## src/rtl/hpdmc_wrpath16_if.sv

```systemverilog
// hpdmc_wrpath16_if: write-buffer handshake and DDR pad-side output bundle
interface hpdmc_wrpath16_if;
   logic        write_start;
   logic        busy;
   logic        cmd_err;
   logic [31:0] dat_i;
   logic [3:0]  sel_i;
   logic        dat_valid;
   logic        dat_ack;
   logic [15:0] dq_q0;
   logic [15:0] dq_q1;
   logic [1:0]  dm_q0;
   logic [1:0]  dm_q1;
   logic        dq_oe;
   logic        dqs_q0;
   logic        dqs_q1;
   logic        dqs_oe;
   logic        underrun;

   modport master (
      output write_start, dat_i, sel_i, dat_valid,
      input  busy, cmd_err, dat_ack, dq_q0, dq_q1, dm_q0, dm_q1,
             dq_oe, dqs_q0, dqs_q1, dqs_oe, underrun
   );

   modport slave (
      input  write_start, dat_i, sel_i, dat_valid,
      output busy, cmd_err, dat_ack, dq_q0, dq_q1, dm_q0, dm_q1,
             dq_oe, dqs_q0, dqs_q1, dqs_oe, underrun
   );
endinterface

```

## src/rtl/hpdmc_wrpath16.sv

```systemverilog
// hpdmc_wrpath16: 16-bit DDR write datapath producing registered DQ/DM/DQS for ODDR2 pads
module hpdmc_wrpath16 #(
   parameter int          BURST_BEATS = 4,
   parameter logic [15:0] IDLE_DQ     = 16'h0000
) (
   input logic             sys_clk,
   input logic             sys_rst,
   hpdmc_wrpath16_if.slave bus
);
   localparam int BW = (BURST_BEATS > 2) ? $clog2(BURST_BEATS) : 1;
   localparam logic [BW-1:0] LAST   = BW'(BURST_BEATS - 1);
   localparam logic [BW-1:0] PENULT = BW'(BURST_BEATS - 2);

   typedef enum logic [1:0] {IDLE, PRE, DATA, POST} state_t;

   state_t        state, state_n;
   logic [BW-1:0] beat, beat_n;
   logic          chain, chain_n;
   logic          err;
   logic          in_data;

   assign in_data     = state_n == DATA;
   assign bus.dat_ack = in_data & bus.dat_valid;
   assign bus.busy    = state != IDLE;
   assign bus.dqs_q1  = 1'b0;

   // Burst sequencing state: phase, beat position and pending chained burst.
   always_ff @(posedge sys_clk or posedge sys_rst)
      if (sys_rst) begin
         state <= IDLE;
         beat  <= '0;
         chain <= 1'b0;
      end else begin
         state <= state_n;
         beat  <= beat_n;
         chain <= chain_n;
      end

   // Next phase and command acceptance; a start on the penultimate beat chains seamlessly,
   // one on the last beat reopens with a preamble, and one colliding with a pending chain is refused.
   always_comb begin
      state_n = state;
      beat_n  = '0;
      chain_n = chain;
      err     = 1'b0;
      case (state)
         IDLE, POST: state_n = bus.write_start ? PRE : IDLE;
         PRE: begin
            state_n = DATA;
            err     = bus.write_start;
         end
         DATA:
            if (beat == LAST) begin
               chain_n = 1'b0;
               state_n = chain ? DATA : (bus.write_start ? PRE : POST);
               err     = bus.write_start & chain;
            end else begin
               state_n = DATA;
               beat_n  = beat + 1'b1;
               chain_n = chain | (bus.write_start & (beat == PENULT));
               err     = bus.write_start & (beat != PENULT);
            end
         default: state_n = IDLE;
      endcase
   end

   // Pad-side values are registered from the phase being entered; a starved beat is fully masked.
   always_ff @(posedge sys_clk or posedge sys_rst)
      if (sys_rst) begin
         bus.dq_oe    <= 1'b0;
         bus.dqs_oe   <= 1'b0;
         bus.dqs_q0   <= 1'b0;
         bus.dq_q0    <= IDLE_DQ;
         bus.dq_q1    <= IDLE_DQ;
         bus.dm_q0    <= 2'b11;
         bus.dm_q1    <= 2'b11;
         bus.underrun <= 1'b0;
         bus.cmd_err  <= 1'b0;
      end else begin
         bus.dq_oe    <= in_data;
         bus.dqs_oe   <= state_n != IDLE;
         bus.dqs_q0   <= in_data;
         bus.dq_q0    <= bus.dat_ack ? bus.dat_i[31:16] : IDLE_DQ;
         bus.dq_q1    <= bus.dat_ack ? bus.dat_i[15:0] : IDLE_DQ;
         bus.dm_q0    <= bus.dat_ack ? ~bus.sel_i[3:2] : 2'b11;
         bus.dm_q1    <= bus.dat_ack ? ~bus.sel_i[1:0] : 2'b11;
         bus.underrun <= bus.underrun | (in_data & ~bus.dat_valid);
         bus.cmd_err  <= bus.cmd_err | err;
      end
endmodule

```

## src/flat_wrapper.sv

```systemverilog
// flat-port wrapper written by rule: the top's interface ports become plain ports
module hpdmc_wrpath16_flat 
#(
   parameter int          BURST_BEATS = 4,
   parameter logic [15:0] IDLE_DQ     = 16'h0000
)
  (sys_clk, sys_rst, bus_write_start, bus_dat_i, bus_sel_i, bus_dat_valid, bus_busy, bus_cmd_err, bus_dat_ack, bus_dq_q0, bus_dq_q1, bus_dm_q0, bus_dm_q1, bus_dq_oe, bus_dqs_q0, bus_dqs_q1, bus_dqs_oe, bus_underrun);
  hpdmc_wrpath16_if bus_i ();
  input logic sys_clk;
  input logic sys_rst;
  input wire logic [$bits(bus_i.write_start)-1:0] bus_write_start;
  input wire logic [$bits(bus_i.dat_i)-1:0] bus_dat_i;
  input wire logic [$bits(bus_i.sel_i)-1:0] bus_sel_i;
  input wire logic [$bits(bus_i.dat_valid)-1:0] bus_dat_valid;
  output wire logic [$bits(bus_i.busy)-1:0] bus_busy;
  output wire logic [$bits(bus_i.cmd_err)-1:0] bus_cmd_err;
  output wire logic [$bits(bus_i.dat_ack)-1:0] bus_dat_ack;
  output wire logic [$bits(bus_i.dq_q0)-1:0] bus_dq_q0;
  output wire logic [$bits(bus_i.dq_q1)-1:0] bus_dq_q1;
  output wire logic [$bits(bus_i.dm_q0)-1:0] bus_dm_q0;
  output wire logic [$bits(bus_i.dm_q1)-1:0] bus_dm_q1;
  output wire logic [$bits(bus_i.dq_oe)-1:0] bus_dq_oe;
  output wire logic [$bits(bus_i.dqs_q0)-1:0] bus_dqs_q0;
  output wire logic [$bits(bus_i.dqs_q1)-1:0] bus_dqs_q1;
  output wire logic [$bits(bus_i.dqs_oe)-1:0] bus_dqs_oe;
  output wire logic [$bits(bus_i.underrun)-1:0] bus_underrun;
  assign bus_i.write_start = bus_write_start;
  assign bus_i.dat_i = bus_dat_i;
  assign bus_i.sel_i = bus_sel_i;
  assign bus_i.dat_valid = bus_dat_valid;
  assign bus_busy = bus_i.busy;
  assign bus_cmd_err = bus_i.cmd_err;
  assign bus_dat_ack = bus_i.dat_ack;
  assign bus_dq_q0 = bus_i.dq_q0;
  assign bus_dq_q1 = bus_i.dq_q1;
  assign bus_dm_q0 = bus_i.dm_q0;
  assign bus_dm_q1 = bus_i.dm_q1;
  assign bus_dq_oe = bus_i.dq_oe;
  assign bus_dqs_q0 = bus_i.dqs_q0;
  assign bus_dqs_q1 = bus_i.dqs_q1;
  assign bus_dqs_oe = bus_i.dqs_oe;
  assign bus_underrun = bus_i.underrun;
  hpdmc_wrpath16 #(.BURST_BEATS(BURST_BEATS), .IDLE_DQ(IDLE_DQ)) u_core (.sys_clk(sys_clk), .sys_rst(sys_rst), .bus(bus_i));
endmodule
```

## config.mk

```make
export PLATFORM = sky130hd
export DESIGN_NAME = hpdmc_wrpath16_flat
export DESIGN_NICKNAME = d
export VERILOG_FILES = /design/src/rtl/hpdmc_wrpath16_if.sv /design/src/rtl/hpdmc_wrpath16.sv /design/src/flat_wrapper.sv
export SDC_FILE = /design/constraint.sdc
export NUM_CORES = 1
export LEC_CHECK = 0
export CORE_AREA = 2 2 68 70
export CTS_CLUSTER_DIAMETER = 100
export DETAILED_ROUTE_END_ITERATION = 7
export DIE_AREA = 0 0 70 72
export MAX_ROUTING_LAYER = met4
export PLACE_DENSITY = 0.82
export SYNTH_ARGS = -nofsm -noshare
export SYNTH_HDL_FRONTEND = slang
export SYNTH_SLANG_ARGS = --single-unit
```

## constraint.sdc

```tcl
create_clock -name sys_clk -period 2.05 [get_ports sys_clk]
set_input_delay 0.205 -clock sys_clk [delete_from_list [all_inputs] [get_ports sys_clk]]
set_output_delay 0.205 -clock sys_clk [all_outputs]
set_load 0.05 [all_outputs]
```

After elaboration in Yosys (flattened, before gate mapping)
Index checks and enable logic that the tools add are counted.

Reduce and logical (&&, ||, !) cells: 4. Bitwise logic cells: 11. Mux-type cells: 14. Add/sub/neg operators: 1. Eq/ne operators: 7.

Operator list (count): 16-bit 2-to-1 mux (2); 2-bit 2-to-1 mux (7); 2-bit == test (second input constant) (5); 2-bit one-hot mux with 3 select lines (1); 1-bit AND (5); 2-bit inverter (2); 2-bit nonzero test (2); 1-bit 2-to-1 mux (3); 1-bit bitwise OR (3); 2-bit by 1-bit adder with 2-bit output (second input constant) (1); 2-bit by 1-bit == test with 1-bit output (second input constant) (1); 2-bit zero test (1); 2-bit != test (second input constant) (1); 1-bit one-hot mux with 2 select lines (1); 2-bit OR reduction (1); 1-bit inverter (1).

Flip-flop bits (word level): 45. Input port bits: 40.

Longest topological paths before layout
Depth after elaboration: 7. Depth in mapped cells: 7.

Worst setup path after synthesis
OpenSTA, ideal clock, no wires.

Path kind: reg-to-output. From: reg u_core.state[0]. To: out bus_dat_ack. Stages on the path, launching flop included: 8. Path buffers: 2. Path slack: 0.147 ns. Arrival time: 1.698 ns. Path through: dfrtp_1 > inv_1 > ha_1 > nand4b_1 > o2111a_2 > buf_6 > buf_8 > and2_1.

Cells in the longest elaborated chain, start to end: 5. Elaborated cells between the ends (all ways): 8. Those cells by class: eq/ne (4); mux (1); bitwise (1); reduce/logical (2).

Ends and longest elaborated chain: start, declared (RTL line hpdmc_wrpath16.sv:16) `state_t state, state_n;`; start signal, assigned (RTL line hpdmc_wrpath16.sv:34) `state <= state_n;`; 2-bit == test or 2-bit zero test (tied branches) (RTL line hpdmc_wrpath16.sv:46) `case (state)`; 2-bit OR reduction (RTL line hpdmc_wrpath16.sv:46); 2-bit one-hot mux with 3 select lines * (RTL line hpdmc_wrpath16.sv:46); 2-bit == test * (RTL line hpdmc_wrpath16.sv:22) `assign in_data = state_n == DATA;`; named net u_core.in_data (RTL line hpdmc_wrpath16.sv:20) `logic in_data;`; 1-bit AND * (RTL line hpdmc_wrpath16.sv:23) `assign bus.dat_ack = in_data & bus.dat_valid;`; end, declared (RTL line flat_wrapper.sv:17) `output wire logic [$bits(bus_i.dat_ack)-1:0] bus_dat_ack;`.

The timed path passes the listed nets; every way through them passes the cells marked *.

Worst setup path after layout
From: reg u_core.state[0]. To: out bus_busy.

Cells in the longest elaborated chain, start to end: 1.

Ends and longest elaborated chain: 2-bit nonzero test (RTL line hpdmc_wrpath16.sv:24) `assign bus.busy = state != IDLE;`; end, declared (RTL line flat_wrapper.sv:15) `output wire logic [$bits(bus_i.busy)-1:0] bus_busy;`.

Every way passes these cells.

==> flow_metrics.env <==
export IMPL_status="complete, no violations"
export IMPL_switching_power_w=0.00122
export IMPL_critical_path_arrival_ps=1790
export IMPL_first_pass_iters=4
export IMPL_cts_hold_buffers=0
export IMPL_pwr_share_comb_pct=42.8
export IMPL_initialDrtViolationCount=51
export IMPL_avgSynthCellArea_um2=13.5
export IMPL_slew_headroom_pct=64.5
export IMPL_p_int_w=0.00194
export IMPL_h_tree_depth=2
export IMPL_syn_instance_count=122
export IMPL_grt_max_degree=33
export IMPL_p_leak_nw=1.31
export IMPL_grt_total_usage_pct=15.7
export IMPL_antennaDiodeCount=0
export IMPL_totalWireLength_mm=3.78
export IMPL_ys_types=26
export IMPL_synth_edff_count=0
export IMPL_core_rowCount=24
export IMPL_worst_path_max_delay_cell="clkdlybuf4s50_1"
export IMPL_grt_pass1_vias=1198
export IMPL_synth_largest_area_cell="dfrtp_1"
export IMPL_die_y_um=72
export IMPL_io_pins=84
export IMPL_fin_skew_ps=10.1
export IMPL_vias=1200
export IMPL_drive_gt1_share_pct=12.6
export IMPL_drv_slew=0
export IMPL_synth_nets=168
export IMPL_ir_worst_vdd_mv=0.499
export IMPL_numCtsBuffers=5
export IMPL_power_density_nw_per_um2=1180
export IMPL_avgRoutedWirePerCell_um=14.6
export IMPL_ys_warn_count=0
export IMPL_dieArea_um2=5040
export IMPL_yosysSeqAreaShare_pct=68.8
export IMPL_cts_root_buf="clkbuf_8"
export IMPL_worstPathRequired_ps=1850
export IMPL_setup_tns_ps=0
export IMPL_setup_violations=0
export IMPL_synthTopCellsByArea="dfrtp_1 62%, and3_1 12%, dfstp_2 6.4%, ha_1 4.6%, inv_1 1.6%"
export IMPL_overflow=0
export IMPL_instances_no_fill=259
export IMPL_numPortBuffers=82
export IMPL_power_frac_seq_pct=35.2
export IMPL_synthTopCellsByCount="41 x dfrtp_1, 32 x and3_1, 7 x inv_1, 6 x clkbuf_1, 6 x ha_1"
export IMPL_critical_path_class="reg -> out"
export IMPL_place_inst=251
export IMPL_die_w_um=70
export IMPL_nets=252
export IMPL_hold_path_class="in -> async"
export IMPL_cpPeakStageDelay_ps=790
export IMPL_start_util_pct=38.5
export IMPL_clockPowerShare_pct=22.0
export IMPL_clock_path_buffers=2
export IMPL_clk_pin_slew_ps=90
export IMPL_synth_seq_cells=45
export IMPL_timing_max_cap_violations=0
export IMPL_post_synth_top_area_fraction_pct=62.5
export IMPL_clock_latency_ps=300
export IMPL_ant_nets=0
export IMPL_worst_pin_slew_ps=531
export IMPL_grt_pass1_wl_mm=5.87
export IMPL_final_hold_viol_count=0
export IMPL_async_flop_share_pct=100
export IMPL_fin_crit_sh_pct=97.5
export IMPL_syn2layout_area_growth_pct=62.5
export IMPL_cts_tree="done"
export IMPL_yosysMostFrequentCell="dfrtp_1"
export IMPL_core_area_um2=4260
export IMPL_report_power_total_w=0.00315
export IMPL_path_max_fanout=2
export IMPL_crit_chain="inv_2, ha_4, inv_1, clkdlybuf4s50_1"
export IMPL_gp_congestion=0.810
export IMPL_antenna_found_initial=0
export IMPL_hpwl_mm=2.79
export IMPL_clkSinkCount=45
export IMPL_fin_crit_ps=2000
export IMPL_ys_flop_type="dfrtp_1"
export IMPL_netlist_area_um2=1640
export IMPL_critPathLaunchType="flop"
export IMPL_endpoint_kind="primary output"
export IMPL_drc_errors=0
export IMPL_post_drt_via_cell_ratio=4.63
export IMPL_switching_share_pct=38.6
export IMPL_fmax_mhz=500
-- area by class of cell --
type	count	area, um^2
Multi-Input combinational cell	60	459
Timing Repair Buffer	87	868
Clock buffer	6	82.6
Clock inverter	2	37.5
Tap cell	52	65.1
Fill cell	351	1590
Sequential cell	45	1130
Inverter	7	26.3
-- worst paths after layout --
| path | startpoint | endpoint | slack, ps | depth (start not counted) |
|---|---|---|---|---|
| setup / recovery | u_core.state[0] | bus_busy | 50 | 4 |
| hold reg to reg | u_core.bus.underrun | u_core.bus.underrun | 460 | 1 |
| max in group asynchronous | sys_rst | u_core.bus.dqs_oe | 1270 | 3 |
| min in group sys_clk | bus_sel_i[2] | u_core.bus.dm_q0[0] | 410 | 2 |
| setup reg to reg | u_core.state[0] | u_core.bus.dq_q1[6] | 390 | 6 |
| hold / removal | sys_rst | u_core.chain | 250 | 2 |
-- sequential cells by signal (all words and copies together), names as in the netlist --
register,count
u_core.beat,2
u_core.bus.dq_oe,1
u_core.bus.dm_q0,2
u_core.chain,1
u_core.bus.dm_q1,2
u_core.bus.underrun,1
u_core.bus.dq_q0,16
u_core.bus.dq_q1,16
u_core.bus.cmd_err,1
u_core.bus.dqs_oe,1
u_core.state,2
-- timing repair --
item,4_1_cts,5_1_grt
endpoints found under the setup margin,0,1
setup buffers,0,0
resized for setup,0,7
-- per-layer routing --
| metal | wire, um | GRT usage [%] |
|---|---|---|
| met5 | 0 | - |
| met3 | 182 | 4.58 |
| met1 | 1400 | 17.4 |
| met4 | 60 | 6.20 |
| met2 | 2140 | 26.8 |
-- cell families (layout without fill, tap and decap cells) --
group	after synthesis	after routing	synth area share (%)
flip-flops	45	45	68.8
AND/OR/NAND/NOR	45	45	17.2
buffers and inverters	17	102	5.48
AO/OA/AOI/OAI	8	8	3.66
adder cells (fa/ha/maj)	6	6	4.57
other	1	1	0.228
-- per-stage QoR --
stage                     setup WS, ps  util, %  hold WS (ps)  instance area [um^2]
after floorplan                    147        -           274                  1640
after global placement             432     58.9           438                  2510
after detailed placement           387     58.9           443                  2510
after CTS                         47.3     61.7           270                  2630
after global routing             -10.9     62.6           283                  2670
final                             50.3     62.6           249                  2670
-- power by group through the flow --
stage	clock network, W	logic [W]	registers, W
after global placement	0	0.00129	0.00111
final	0.000694	0.00135	0.00111
after global routing	0.000746	0.00142	0.00112
after detailed placement	0	0.00131	0.00112
after CTS	0.000710	0.00132	0.00110
after floorplan	0	0.000401	0.00158
-- cell usage in the layout, fill, tap and decap left out --
| master | count |
|---|---|
| clkbuf_8 | 6 |
| a21oi_1 | 1 |
| conb_1 | 1 |
| nand4b_1 | 1 |
| nor2b_1 | 1 |
| o2111a_2 | 1 |
| clkdlybuf4s50_1 | 81 |
| dfrtp_1 | 41 |
| o211a_1 | 1 |
| ha_4 | 3 |
| ha_1 | 3 |
| a31oi_1 | 2 |
| inv_2 | 3 |
| buf_12 | 1 |
| o21ai_0 | 1 |
| o21bai_1 | 1 |
| clkinvlp_4 | 1 |
| nand4bb_1 | 1 |
| nand2b_1 | 2 |
| dfstp_2 | 4 |
| bufinv_16 | 1 |
| and3_1 | 32 |
| and2_1 | 1 |
| or2_2 | 1 |
| nand2_1 | 1 |
| nor3b_1 | 1 |
| buf_4 | 5 |
| nand3_1 | 4 |
| a21o_1 | 1 |
| inv_1 | 4 |
-- critical path: cells and delay by family (launching register included) --
kind                     cells  cell delay (ps)
adder cells (fa/ha/maj)      1              160
buffers and inverters        3              930
flip-flops                   1              420
Power figures use the tool's default switching activity.
